<file path="config.mk">
export PLATFORM = sky130hd
export DESIGN_NAME = execute_md
export DESIGN_NICKNAME = d
export VERILOG_FILES = /design/src/rtl/execute_md.sv
export SDC_FILE = /design/constraint.sdc
export NUM_CORES = 1
export LEC_CHECK = 0
export BUFFER_PORTS_ARGS = -buffer_cell sky130_fd_sc_hd__buf_4
export CORE_MARGIN = 2
export CORE_UTILIZATION = 35
export CTS_BUF_LIST = sky130_fd_sc_hd__clkbuf_8
export CTS_CLUSTER_SIZE = 40
export DETAILED_ROUTE_END_ITERATION = 10
export HOLD_SLACK_MARGIN = 0.15
export PLACE_DENSITY = 0.6
export RECOVER_POWER = 25
export SYNTH_ARGS = -nofsm -noshare
export SYNTH_HDL_FRONTEND = slang
export SYNTH_SLANG_ARGS = --single-unit
</file>
<file path="constraint.sdc">
create_clock -name clk -period 5.9 [get_ports clk]
set_input_delay 0.59 -clock clk [delete_from_list [all_inputs] [get_ports clk]]
set_output_delay 0.59 -clock clk [all_outputs]
set_load 0.02 [all_outputs]
</file>
<file path="src/rtl/execute_md.sv">
// Execute stage: bypassed single-cycle ALU into the M register, plus an
// iterative shift-add multiplier / restoring divider that stalls the front end.
module execute_md #(
    parameter int WIDTH    = 32,
    parameter int REG_BITS = 5
) (
    input  logic                clk,
    input  logic                reset,
    input  logic [WIDTH-1:0]    rdata1E,
    input  logic [WIDTH-1:0]    rdata2E,
    input  logic [WIDTH-1:0]    immE,
    input  logic [WIDTH-1:0]    pcE,
    input  logic [REG_BITS-1:0] writeRegE,
    input  logic [3:0]          ALUControlE,
    input  logic [1:0]          ALUSrcE,
    input  logic                regWriteE,
    input  logic                memWriteE,
    input  logic                mem2regE,
    input  logic                branchE,
    input  logic                finishE,
    input  logic                validE,
    input  logic [1:0]          forward1,
    input  logic [1:0]          forward2,
    input  logic [WIDTH-1:0]    resultW,
    input  logic                validW,
    input  logic                flushE,
    output logic                stallE,
    output logic [WIDTH-1:0]    writeDataM,
    output logic [WIDTH-1:0]    ALUResultM,
    output logic [WIDTH-1:0]    pcM,
    output logic [REG_BITS-1:0] writeRegM,
    output logic                regWriteM,
    output logic                memWriteM,
    output logic                mem2regM,
    output logic                zeroM,
    output logic                branchM,
    output logic                finishM,
    output logic                validM
);
    localparam int SHW = $clog2(WIDTH);
    localparam int CW  = $clog2(WIDTH + 1);

    typedef enum logic [1:0] {IDLE, BUSY, DONE} state_t;
    state_t state, state_nx;

    logic [WIDTH-1:0] op1, op2, src1, src2, alu_res, md_res, res, mag1, mag2;
    logic [WIDTH-1:0] hi, lo, opnd;
    logic [WIDTH:0]   sum, shifted, diff;
    logic [3:0]       op_r;
    logic [CW-1:0]    cnt;
    logic             neg_q, neg_r, start, load_m, sdiv, a_neg, b_neg, is_mul;

    always_comb begin
        op1 = rdata1E;
        if (forward1 == 2'd1 && validM)      op1 = ALUResultM;
        else if (forward1 == 2'd2 && validW) op1 = resultW;
        op2 = rdata2E;
        if (forward2 == 2'd1 && validM)      op2 = ALUResultM;
        else if (forward2 == 2'd2 && validW) op2 = resultW;
    end

    always_comb begin
        src1 = op1;
        src2 = op2;
        case (ALUSrcE)
            2'd1: src2 = immE;
            2'd2: begin src1 = pcE; src2 = WIDTH'(4); end
            default: ;
        endcase
    end

    wire [SHW-1:0] shamt = src2[SHW-1:0];

    always_comb begin
        alu_res = '0;
        case (ALUControlE)
            4'd0: alu_res = src1 + src2;
            4'd1: alu_res = src1 - src2;
            4'd2: alu_res = {{(WIDTH-1){1'b0}}, $signed(src1) < $signed(src2)};
            4'd3: alu_res = {{(WIDTH-1){1'b0}}, src1 < src2};
            4'd4: alu_res = src1 & src2;
            4'd5: alu_res = src1 | src2;
            4'd6: alu_res = src1 ^ src2;
            4'd7: alu_res = src1 << shamt;
            4'd8: alu_res = src1 >> shamt;
            4'd9: alu_res = $signed(src1) >>> shamt;
            default: alu_res = '0;
        endcase
    end

    // Signed divide runs on magnitudes; signs are reapplied at DONE.
    assign sdiv  = (ALUControlE == 4'd12) || (ALUControlE == 4'd14);
    assign a_neg = sdiv & src1[WIDTH-1];
    assign b_neg = sdiv & src2[WIDTH-1];
    assign mag1  = a_neg ? -src1 : src1;
    assign mag2  = b_neg ? -src2 : src2;

    assign start  = reset && state == IDLE && validE && !flushE && ALUControlE >= 4'd10;
    assign is_mul = (op_r == 4'd10) || (op_r == 4'd11);

    // {hi,lo} is the product/quotient shift pair; opnd holds multiplicand or divisor.
    assign sum     = {1'b0, hi} + (lo[0] ? {1'b0, opnd} : '0);
    assign shifted = {hi, lo[WIDTH-1]};
    assign diff    = shifted - {1'b0, opnd};

    always_comb begin
        state_nx = state;
        stallE   = 1'b0;
        case (state)
            IDLE: if (start) begin state_nx = BUSY; stallE = 1'b1; end
            BUSY: begin
                if (flushE) state_nx = IDLE;
                else begin
                    stallE = 1'b1;
                    if (cnt == CW'(1)) state_nx = DONE;
                end
            end
            DONE:    state_nx = IDLE;
            default: state_nx = IDLE;
        endcase
    end

    always_comb begin
        case (op_r)
            4'd10:        md_res = lo;
            4'd11:        md_res = hi;
            4'd12, 4'd13: md_res = neg_q ? -lo : lo;
            default:      md_res = neg_r ? -hi : hi;
        endcase
    end

    assign res    = (state == DONE) ? md_res : alu_res;
    assign load_m = !flushE && validE &&
                    ((state == IDLE && ALUControlE < 4'd10) || state == DONE);

    always_ff @(posedge clk or negedge reset) begin
        if (!reset) begin
            state <= IDLE;
            cnt   <= '0;
            hi    <= '0;
            lo    <= '0;
            opnd  <= '0;
            op_r  <= '0;
            neg_q <= 1'b0;
            neg_r <= 1'b0;
        end else begin
            state <= state_nx;
            if (start) begin
                op_r  <= ALUControlE;
                hi    <= '0;
                lo    <= mag1;
                opnd  <= mag2;
                // Divide by zero keeps an all-ones quotient regardless of sign.
                neg_q <= (a_neg ^ b_neg) & (src2 != '0);
                neg_r <= a_neg;
                cnt   <= CW'(WIDTH);
            end else if (state == BUSY) begin
                cnt <= cnt - CW'(1);
                if (is_mul) begin
                    hi <= sum[WIDTH:1];
                    lo <= {sum[0], lo[WIDTH-1:1]};
                end else if (!diff[WIDTH]) begin
                    hi <= diff[WIDTH-1:0];
                    lo <= {lo[WIDTH-2:0], 1'b1};
                end else begin
                    hi <= shifted[WIDTH-1:0];
                    lo <= {lo[WIDTH-2:0], 1'b0};
                end
            end
        end
    end

    always_ff @(posedge clk or negedge reset) begin
        if (!reset) begin
            writeDataM <= '0;
            ALUResultM <= '0;
            pcM        <= '0;
            writeRegM  <= '0;
            zeroM      <= 1'b0;
            regWriteM  <= 1'b0;
            memWriteM  <= 1'b0;
            mem2regM   <= 1'b0;
            branchM    <= 1'b0;
            finishM    <= 1'b0;
            validM     <= 1'b0;
        end else begin
            writeDataM <= op2;
            ALUResultM <= res;
            pcM        <= pcE;
            writeRegM  <= writeRegE;
            zeroM      <= (res == '0);
            regWriteM  <= load_m & regWriteE;
            memWriteM  <= load_m & memWriteE;
            mem2regM   <= load_m & mem2regE;
            branchM    <= load_m & branchE;
            finishM    <= load_m & finishE;
            validM     <= load_m;
        end
    end
endmodule
</file>
==> After elaboration in Yosys (flattened, before gate mapping) <==
Index checks and enable logic that the tools add are counted.
{ "word_totals": {"input_bits": 185, "out_inout_bits": 109, "regBits": 218, "word_cells": 126} }
{ "classes": {"n_shift": 3, "n_addsub": 9, "reduce_logical": 22, "bitwise": 12, "muxes": 31, "n_eq_ne": 26, "order_cmp": 4} }
{ "ops": {"columns": ["op", "n"], "rows": [
  ["two-way mux 32 bit", 18],
  ["one-hot mux 32 bit (10 select lines)", 1],
  ["negation 32 bit", 4],
  ["one-hot mux 32 bit (3 select lines)", 1],
  ["< comparator 32 bit", 2],
  ["one-hot mux 32 bit (2 select lines)", 1],
  ["adder 32 x 32 -> 33 bit", 1],
  ["subtractor 33 x 32 -> 33 bit", 1],
  ["adder 32 bit", 1],
  ["AND 32 bit", 1],
  ["equality test 4 bit, second input constant", 8],
  ["zero test 32 bit", 1],
  ["OR 32 bit", 1],
  ["nonzero test 32 bit", 1],
  ["left shift 32 x 5 -> 32 bit", 1],
  [">> shifter 32 x 5 -> 32 bit", 1],
  [">>> shifter 32 x 5 -> 32 bit", 1],
  ["subtractor 32 bit", 1],
  ["bitwise XOR 32 bit", 1],
  ["equality test 4 x 3 -> 1 bit, second input constant", 4],
  ["two-way mux 6 bit", 2],
  ["logical AND 1 bit", 11],
  ["AND 1 bit", 8],
  ["equality test 2 x 1 -> 1 bit, second input constant", 4],
  ["21 further kinds", 31]
]} }

==> Depth between registers and ports, before layout <==
Gate-level depths: netlist (run 1).
{ "logic_depth": {"depth_word": 9, "depth_mapped": 27, "ltp_nobuf": 23} }

==> Worst setup path after synthesis (run 1) <==
No wires, ideal clock.
{ "synth_timing": {"kind": "in2reg", "start": "in ALUSrcE[0]", "end": "reg zeroM", "n_path_buf": 5, "t_required_ps": 5805, "path_stages": 27, "arrival_ps": 6355, "setup_slack_ps": -550, "setup_ps": 95, "path_cell_list": "inv_1 > ha_1 > clkbuf_1 > a21oi_1 > a31o_2 > inv_1 > buf_2 > buf_2 > buf_2 > buf_1 > ha_1 > inv_1 > fa_1 > nand2b_1 > a211oi_1 > nor4b_2 > o31ai_1 > a311o_1 > mux2_2 > a31oi_1 > xor2_1 > o22ai_1 > or4_1 > or4_1 > nor4_1 > nand4b_1 > nor4b_2"} }
{ "synth_between": {"elab_chain_len": 6, "word_cells_on_any_way": 17, "cone_classes": "2 x add/sub; 2 x order compare; 2 x eq/ne; 3 x shift; 4 x mux; 3 x bitwise; 1 x reduce/logical"} }
{ "synth_lines": {"columns": ["element", "line_no", "rtl"], "rows": [
  ["start: declaration", "15", "input logic [1:0] ALUSrcE,"],
  ["equality test 2 bit / equality test 2 x 1 -> 1 bit (equally long branches)", "65", "case (ALUSrcE)"],
  ["one-hot mux 32 bit (2 select lines) / two-way mux 32 bit (equally long branches)", "65", null],
  ["subtractor 32 bit (tied with other cells)", "78", "4'd1: alu_res = src1 - src2;"],
  ["one-hot mux 32 bit (10 select lines) (*)", "76", "case (ALUControlE)"],
  ["two-way mux 32 bit (*)", "132", "assign res = (state == DONE) ? md_res : alu_res;"],
  ["named net res[16]", "46", "logic [WIDTH-1:0] op1, op2, src1, src2, alu_res, md_res, res, mag1, mag2;"],
  ["zero test 32 bit (*)", "191", "zeroM <= (res == '0);"],
  ["end signal: assignment", "191", null],
  ["end: declaration", "35", "output logic zeroM,"]
]} }
Mark *: on every way through the listed nets, which the timed path passes. The rest lies on a longest branch.
A chain may end at the register's enable or synchronous reset.

==> Worst setup path after layout (run 1) <==
{ "layout_timing": {"start": "reg validM", "end": "reg zeroM"} }
{ "layout_between": {"elab_chain_len": 7, "word_cells_on_any_way": 19, "cone_classes": "2 x add/sub; 2 x order compare; 3 x shift; 6 x mux; 3 x bitwise; 3 x reduce/logical"} }
{ "layout_lines": {"columns": ["element", "line_no", "rtl"], "rows": [
  ["start: declaration", "38", "output logic validM"],
  ["start signal: assignment", "197", "validM <= load_m;"],
  ["logical AND 1 bit (*)", "58", "if (forward2 == 2'd1 && validM) op2 = ALUResultM;"],
  ["two-way mux 32 bit (*)", "58", null],
  ["named net op2[17]", "46", null],
  ["one-hot mux 32 bit (2 select lines) (*)", "65", null],
  ["subtractor 32 bit / adder 32 bit (equally long branches)", "78, 77", null],
  ["one-hot mux 32 bit (10 select lines) (*)", "76", null],
  ["two-way mux 32 bit (*)", "132", null],
  ["named net res[24]", "46", null],
  ["zero test 32 bit (*)", "191", null]
]} }
Marks and branches as above.

==> results.md, run 1 <==
Logic synthesis:
- Counting every net in the synthesized netlist gives 3974.
- The Yosys step of the flow raised 0 warnings.
- Of the synthesized area, sequential elements account for 0.2115.
- Yosys instantiated no cell more often than sky130_fd_sc_hd__nand2_1.
- Synthesis instantiated 91 different standard cells from the library.
- The post-synthesis sequential element count is 218.
- The netlist area before placement is 25790 um^2.
- The commonest register cell after synthesis is sky130_fd_sc_hd__dfrtp_1.
- Counting flops with an async set or reset pin after synthesis yields a share of 1.000.
- The share of synthesized area in the top cell type comes to 0.2115.
- The synthesized instance count is 3616.
- After synthesis, the most frequently instantiated cells are 443 x sky130_fd_sc_hd__nand2_1, 334 x sky130_fd_sc_hd__o21ai_0, 324 x sky130_fd_sc_hd__a21oi_1, 318 x sky130_fd_sc_hd__nor2_1, 218 x sky130_fd_sc_hd__dfrtp_1.
- The biggest area contributor in the post-synthesis netlist is sky130_fd_sc_hd__dfrtp_1.
- A synthesized cell averages 7.133 um^2.
- Ranked by total cell area, the synthesized netlist is headed by sky130_fd_sc_hd__dfrtp_1 21%, sky130_fd_sc_hd__ha_1 8.2%, sky130_fd_sc_hd__o21ai_0 6.5%, sky130_fd_sc_hd__nand2_1 6.4%, sky130_fd_sc_hd__a21oi_1 6.3%.
- The number of flops mapped to enable cells by yosys is 0.

Clocking:
- CTS built an H-tree with a depth of 2.
- The number of buffers between clock root and the deepest sink is 3.
- The count of clock tree sinks is 218.
- The number of buffers added by the clock tree synthesis step is 45.
- For the worst-skew pair, the clock arrives at the later sink with an insertion delay of 0.66 ns.
- The clock tree from TritonCTS is built.
- The tree is rooted in a sky130_fd_sc_hd__clkbuf_8.
- The clock-pin transition on the worst setup and hold timing paths is 0.07 ns.

Worst setup path:
- The number of cells on the worst reg-to-reg path is 31.
- For this design, the slowest cell found on the critical path is sky130_fd_sc_hd__or3_1.
- The longest individual stage delay on the worst path is 0.48 ns.
- STA classifies the critical path endpoint as a register.
- Across all register-to-register paths, the minimum setup slack is 0.16 ns.
- The cell repeated most along the worst path is sky130_fd_sc_hd__buf_4.
- The end of the worst register-to-register path is zeroM.
- The startpoint identified for the worst register-to-register timing path is validM.
- The critical path class is register to register.
- In this design, the largest share of critical-path delay is due to simple AND/OR/NAND/NOR gates.
- The arrival time reported for the critical path endpoint is 6.29 ns.
- STA classifies the critical path startpoint as a register.
- The endpoint required time on the critical path is 6.45 ns.
- The maximum fanout along the worst path is 16.
- The sum of buffers and inverters on the critical path is 10.

Hold path:
- The worst hold path terminates at writeDataM[23].
- In this run the worst hold path is classified as primary input to register.
- The worst hold path passes through 3 cells.
- The worst hold path startpoint is rdata2E[23].

GRT:
- The via count of the first global-routing pass is 30120.
- The residual overflow from global routing is 0.
- The pin count of the biggest net entering global routing is 77.
- The first global-routing pass estimated 215100 um of wire.
- The initial antenna violation count was 7.
- The global-route usage over all layers is 0.3889.

Run:
- The max-cap violation count is 0.

Place:
- The placer congestion estimate is 1.079.
- The area after detailed placement is 32150 um^2.
- The post-detailed-placement half-perimeter wirelength is 122500 um.
- In this run the tool buffered the top-level ports with 293 buffer cells.
- Timing analysis after detailed placement gives a worst setup slack of -0.4910 ns.

Routing:
- The DRC violation count after routing is 0.
- Detailed routing inserted a total of 32520 vias.
- Using the TritonRoute via totals, the vias-per-cell ratio works out to 6.211.
- The detail route stage leaves a number of antenna-violating nets equal to 0.
- The violation count after the first detailed-route iteration is 4006.
- The detailed-routing iteration count for the pre-antenna-repair pass is 6.
- The total wire length after detailed routing is 151800 um.
- In the final routed layout, each cell accounts on average for 29.00 um.

Die:
- The number of primary I/O pins is 294.
- The die covers 75880 um^2.
- The effective utilization at floorplan is 0.3535.
- Measured along the y axis, the die boundary spans 275.5 um.
- The number of standard-cell rows in the floorplan is 99.
- The standard cell core area is 72960 um^2.
- The floorplan step set the die width to 275.5 um.

STA:
- The final number of max-transition violations is 0.
- Setup violations remaining at the end of the flow were counted as 0.
- In the finished design, the share of the clock period the worst path needs comes to 0.9724.
- In this run the tightest slew margin relative to its limit is 0.02935.
- The count of final hold-check violations is 0.
- The minimum clock period after layout is 5.737 ns.
- In the final timing run, aggregate negative setup slack is 0 ns.
- The transition at the pin with the smallest max-transition slack is 1.456 ns.
- The clock skew is 0.03358 ns.
- Timing would allow up to 174.3 MHz.
- The worst setup slack after layout is 0.1631 ns.

Finish:
- The total of fill cells in the finished design is 7494.
- In the final design database the tool counted 4601 nets.
- In the final layout, the share of cells above drive strength 1 is 0.2199.
- The finished cells cover 33710 um^2.
- Summing all flip-flop and latch instances after layout gives 5456 um^2.
- Compared with the post-synthesis result, the final layout area differs by 30.70%.
- The multi-input gate area in the final layout is 19110 um^2.

Power and ir drop:
- The leakage component of the power is 15.22 nW.
- The peak supply drop is 0.0005785 V.
- The cell area power density is 343.8 nW/um^2.
- The overall power consumption is 11.59 mW.

Run status:
- The run finished with clean final reports.
## timing repair
| action | 4_1_cts | 5_1_grt |
|---|---|---|
| hold endpoints to repair | 108 | 0 |
| pin swaps | 2 | 6 |
| buffers inserted | 0 | 4 |
| gates resized for setup | 11 | 42 |
| endpoints found under the setup margin | 1 | 2 |
| hold buffers | 44 | 0 |
## registers in the layout (all words and copies together), names as in the netlist, 2 cells and up
register    cells
state           2
writeRegM       5
opnd           32
cnt             6
ALUResultM     32
writeDataM     32
op_r            4
pcM            32
hi             32
lo             32
## through the flow
stage,util,std cells,hold slack [ns]
final,0.4621,5236,0.1748
after global placement,0.4407,5107,0.4670
after global routing,0.4620,5235,0.1875
after CTS,0.4605,5229,0.1600
after detailed placement,0.4407,5107,0.4719
after floorplan,-,3616,0.2944
## worst max-delay path by stage
stage | startpoint | slack [ns] | endpoint | cells after the start
final | validM | 0.16 | zeroM | 31
after global routing | validM | -0.05 | zeroM | 30
after CTS | validM | 0.02 | zeroM | 25
after detailed placement | validW | -0.49 | zeroM | 23
after global placement | forward1[0] | -0.44 | zeroM | 22
after floorplan | forward2[0] | 0.005 | zeroM | 24
## routing by layer
| metal | global-route usage | vias up | wire, um |
|---|---|---|---|
| met1 | 0.5285 | 15750 | 63530 |
| li1 | - | 14480 | - |
| met2 | 0.5787 | 1915 | 63610 |
| met5 | 0 | - | 11 |
| met3 | 0.08082 | 380 | 15600 |
| met4 | 0.2013 | 2 | 9071 |
## worst min-delay path: cells and delay by family
kind	cells	cell delay, ns
simple gates	2	0.12
buf+inv	1	0.08
## final cells by class
class                      count  area share
clock buffer                  56     0.02286
inverter                     153     0.01704
sequential                   218      0.1619
multi-input combinational   2987      0.5668
timing repair buffer         838      0.1902
clock inverter                22    0.005493
antenna                        3   0.0002227
tap                          959     0.03559
## logic make-up (layout without fill, tap and decap cells)
family / count (synthesis) / after routing / share of synthesized area
muxes: 91 / 91 / 0.03832
DFF: 218 / 218 / 0.2115
AOI/OAI and AO/OA: 1319 / 1319 / 0.3249
xor gates and xnor gates: 156 / 156 / 0.05297
and+or+nand+nor: 1248 / 1248 / 0.2257
other: 0 / 3 / 0
buffers and inverters: 411 / 1069 / 0.06151
adders and majority gates: 173 / 173 / 0.08509
## where the power goes
part           switching (mW)  internal (mW)  leakage [nW]
Sequential              0.616           1.82          2.70
Clock                   0.795          0.984         0.526
Combinational            4.36           3.01          12.0
## placed cells by master (no fill, tap or decap), types with 29 or more instances in the layout
| master | instances |
|---|---|
| sky130_fd_sc_hd__o21ai_0 | 333 |
| sky130_fd_sc_hd__ha_1 | 165 |
| sky130_fd_sc_hd__mux2i_1 | 74 |
| sky130_fd_sc_hd__o31ai_1 | 40 |
| sky130_fd_sc_hd__a211oi_1 | 41 |
| sky130_fd_sc_hd__clkbuf_1 | 36 |
| sky130_fd_sc_hd__or3_1 | 33 |
| sky130_fd_sc_hd__xor2_1 | 30 |
| sky130_fd_sc_hd__nor3_1 | 98 |
| sky130_fd_sc_hd__a22oi_1 | 73 |
| sky130_fd_sc_hd__o22ai_1 | 54 |
| sky130_fd_sc_hd__a21o_1 | 50 |
| sky130_fd_sc_hd__a21oi_1 | 317 |
| sky130_fd_sc_hd__inv_1 | 160 |
| sky130_fd_sc_hd__xnor2_1 | 124 |
| sky130_fd_sc_hd__dlygate4sd3_1 | 44 |
| sky130_fd_sc_hd__nand2_1 | 441 |
| sky130_fd_sc_hd__nand2b_1 | 40 |
| sky130_fd_sc_hd__nor2b_1 | 30 |
| sky130_fd_sc_hd__dfrtp_1 | 217 |
| sky130_fd_sc_hd__nor2_1 | 313 |
| sky130_fd_sc_hd__clkbuf_8 | 56 |
| sky130_fd_sc_hd__nand3_1 | 110 |
| sky130_fd_sc_hd__a31oi_1 | 54 |
| sky130_fd_sc_hd__o211ai_1 | 63 |
| sky130_fd_sc_hd__and3_1 | 29 |
| sky130_fd_sc_hd__buf_4 | 728 |
Power figures use the tool's default switching activity.
==> inputs of run 2 (changes only) <==
- CTS_BUF_LIST: sky130_fd_sc_hd__clkbuf_8 -> sky130_fd_sc_hd__clkbuf_2
==> run 2 against run 1 <==
  * Routed wire length is 0.92% higher
  * Hold slack improved by 0.072 ns
  * Sequential share of layout area fell by 0.28 points
  * Global-route usage grew 0.45 points
  * Via count increased by 1.3%
  * Clock power fell by 30%
  * Non-clock buffer count up 93
  * The flow now finishes with violations (max-capacitance violations, max-slew violations)
  * Maximum frequency shrank 1.7%
==> results.md, run 2 (synthesis gave the netlist of run 1 again) <==
Run status:
- The run finished, with violations left.
- The final reports fail on max-capacitance violations, max-slew violations.

Worst setup path:
- The worst reg-to-reg setup slack is 0.06 ns (-0.10 ns).
- The number of cells on the worst reg-to-reg path came to 20 (-35%).
- The sum of buffers and inverters on the critical path is 3 (-7).
- The worst setup path is captured at a register.
- The cell repeated most along the worst path is sky130_fd_sc_hd__o31ai_1.
- The worst setup path is launched from a register.
- The arrival time reported for the critical path endpoint came to 6.76 ns (+0.47 ns).
- The endpoint required time on the critical path was 6.82 ns (+0.37 ns).
- Among cell families on the critical path, the largest total delay comes from compound AO/OA/AOI/OAI gates.
- The maximum fanout along the worst path was 9 (-7).
- The cell depth of the worst setup path is 20 (-35%).
- The largest individual stage delay along the critical path comes from the cell sky130_fd_sc_hd__o31ai_1.
- The critical path is of the register to register type.
- The longest individual stage delay on the worst path was 0.75 ns (+0.27 ns).
- Traced cell by cell, the critical path runs through nand2b_1, buf_12, a21boi_0, o31ai_1, nand2_1, inv_1, ha_1, buf_4, o31ai_1, o31ai_4, o221ai_1, xnor2_1, a32o_1, a221o_1, a221oi_1, a31oi_1, or4_4, nor4_2, nand4b_1, nor4b_2.

Die:
- The area of the die is 75880 um^2 (unchanged).
- The effective utilization at floorplan came to 0.3535 (unchanged).
- The standard cell core area was 72960 um^2 (unchanged).
- The height of the chip is 275.5 um (unchanged).
- The number of standard-cell rows in the floorplan is 99 (unchanged).
- The number of primary I/O pins is 294 (unchanged).
- The chip width came to 275.5 um (unchanged).

Clocking:
- The clock-pin transition on the worst setup and hold timing paths is 0.10 ns (+0.03 ns).
- The number of buffers between clock root and the deepest sink is 3 (unchanged).
- The number of buffers added by the clock tree synthesis step is 71 (+58%).
- The count of clock tree sinks came to 218 (unchanged).
- The level count of the clock H-tree is 3 (+1).
- The clock tree from TritonCTS is built.
- The worst-skew pair later-pin latency is 1.13 ns (+0.47 ns).
- The clock root buffer master is sky130_fd_sc_hd__clkbuf_2.

STA:
- The final sum of negative setup slack is 0 ns (unchanged).
- The setup-violating endpoint count in the final report is 0 (unchanged).
- The count of final hold-check violations came to 0 (unchanged).
- The final number of max-transition violations came to 47 (+47).
- The transition at the pin with the smallest max-transition slack came to 3.168 ns (+1.712 ns).
- The tightest slew margin relative to the limit was -1.112 (-1.141).
- The final clock period utilization by the worst path was 0.9891 (+0.01673).
- The minimum clock period after layout is 5.836 ns (+0.09868 ns).
- The worst hold slack after final layout is 0.2468 ns (+0.07198 ns).
- The clock skew is 0.1629 ns (+0.1294 ns).
- The highest achievable clock rate was 171.4 MHz (-1.7%).

Finish:
- The fraction of the core area covered by cells at the end of the flow is 0.4702 (+0.008094).
- The area of all placed cells without fillers is 34300 um^2 (+1.8%).
- The fraction of layout cells with a size suffix above 1 is 0.2208 (+0.0009007).
- Leaving out fill and tap cells, the most frequent cell in the layout is sky130_fd_sc_hd__buf_4.
- Compared with the post-synthesis result, the final layout area differs by 32.99%.
- In the layout the commonest cells are 743 x sky130_fd_sc_hd__buf_4, 442 x sky130_fd_sc_hd__nand2_1, 332 x sky130_fd_sc_hd__o21ai_0.
- The number of nets at the end of the flow is 4720 (+2.6%).

Routing:
- The vias per cell is 6.136 (-1.2%).
- The post-detailed-route count of antenna-violating nets is 0 (unchanged).
- The violation count after the first detailed-route iteration was 3974 (-0.80%).
- The DRC violation count after routing is 0 (unchanged).
- The detailed-routing iteration count for the pre-antenna-repair pass is 6 (unchanged).
- The detailed-route via count is 32960 (+1.3%).
- The total wire length after detailed routing was 153200 um (+0.92%).
- The wire length per cell came to 28.52 um (-1.6%).

Power and ir drop:
- The cell area power density is 324.5 nW/um^2 (-5.6%).
- The part of the total power dissipated in sequential elements came to 0.219 (+0.009).
- The clock power share is 0.112 (-0.042).
- The peak supply drop is 0.0005677 V (-1.9%).
- The internal portion of total power is 5.327 mW (-8.4%).
- The combinational share of power is 0.669 (+0.033).
- The switching fraction of total power came to 0.5215 (+0.02339).
- The switching power is 5.805 mW (+0.57%).
- The overall power consumption was 11.13 mW (-3.9%).
- The leakage component of the power was 15.57 nW (+2.3%).

GRT:
- The via count of the first global-routing pass is 30910 (+2.6%).
- The pin count of the biggest net entering global routing is 77 (unchanged).
- The global-route usage over all layers is 0.3934 (+0.004533).
- The initial antenna violation count was 7 (unchanged).
- The global-route wire length before repair was 217600 um (+1.2%).
- The residual overflow from global routing came to 0 (unchanged).

Place:
- The placer congestion estimate is 1.079 (unchanged).
- The area after detailed placement came to 32150 um^2 (unchanged).
- The count of buffers inserted at the top-level ports is 293 (unchanged).
- The post-detailed-placement half-perimeter wirelength came to 122500 um (unchanged).

Hold path:
- The worst hold path belongs to the class primary input to register.
- The number of cells on the worst hold path is 5 (+2).

Run:
- The max-cap violation count came to 1 (+1).
## run 2: final timing paths
| kind | endpoint | startpoint |
|---|---|---|
| setup / recovery | zeroM | validM |
| hold / removal | opnd[27] | immE[27] |
| setup reg to reg | zeroM | validM |
| hold reg to reg | opnd[19] | opnd[19] |
| max in group asynchronous | validM | reset |
| min in group asynchronous | opnd[11] | reset |
## run 2: metal layers
metal  track usage  wire length, um
met4        0.2155             9615
met1        0.5280            63530
met3       0.08795            16090
met2        0.5835            63990
met5             0                0
## run 2: stage by stage
step | cells | setup WS [ns]
4_1_cts | 5362 | 0.008479
5_1_grt | 5369 | -0.004502
3_3_place_gp | 5107 | -0.4352
3_5_place_dp | 5107 | -0.4910
6_report | 5372 | 0.06437
2_1_floorplan | 3616 | 0.005003
## run 2: power groups by stage
stage / registers [mW] / logic (mW) / clock network, mW
after global placement: 2.43 / 7.04 / 0
after floorplan: 2.23 / 4.53 / 0
after global routing: 2.48 / 8.01 / 1.36
after detailed placement: 2.43 / 7.05 / 0
final: 2.43 / 7.45 / 1.25
after CTS: 2.41 / 7.19 / 1.29
## run 2: worst reg2reg max path, cell delays in order, from the launching register on
cell and delay (ns):
sky130_fd_sc_hd__dfrtp_2 0.46, sky130_fd_sc_hd__nand2b_1 0.15, sky130_fd_sc_hd__buf_12 0.15, sky130_fd_sc_hd__a21boi_0 0.08, sky130_fd_sc_hd__o31ai_1 0.75, sky130_fd_sc_hd__nand2_1 0.17
sky130_fd_sc_hd__inv_1 0.24, sky130_fd_sc_hd__ha_1 0.36, sky130_fd_sc_hd__buf_4 0.19, sky130_fd_sc_hd__o31ai_1 0.60, sky130_fd_sc_hd__o31ai_4 0.15, sky130_fd_sc_hd__o221ai_1 0.31
sky130_fd_sc_hd__xnor2_1 0.10, sky130_fd_sc_hd__a32o_1 0.21, sky130_fd_sc_hd__a221o_1 0.26, sky130_fd_sc_hd__a221oi_1 0.23, sky130_fd_sc_hd__a31oi_1 0.15, sky130_fd_sc_hd__or4_4 0.57
sky130_fd_sc_hd__nor4_2 0.27, sky130_fd_sc_hd__nand4b_1 0.14, sky130_fd_sc_hd__nor4b_2 0.21
## run 2: cell type report
| class | count | area [um^2] |
|---|---|---|
| Clock buffer | 85 | 425.4 |
| Multi-Input combinational cell | 2987 | 19070 |
| Clock inverter | 32 | 161.4 |
| Antenna cell | 7 | 17.52 |
| Fill cell | 7479 | 38660 |
| Sequential cell | 218 | 5456 |
| Timing Repair Buffer | 931 | 7392 |
| Tap cell | 959 | 1200 |
| Inverter | 153 | 574.3 |
## run 2: repair_timing
item                                    in CTS  in global routing
gates resized for setup                     10                 38
endpoints found under the setup margin       1                  1
hold buffers                               138                  0
pin swaps                                    2                  6
endpoints found under the hold margin      168                  0
setup buffers                                0                  3
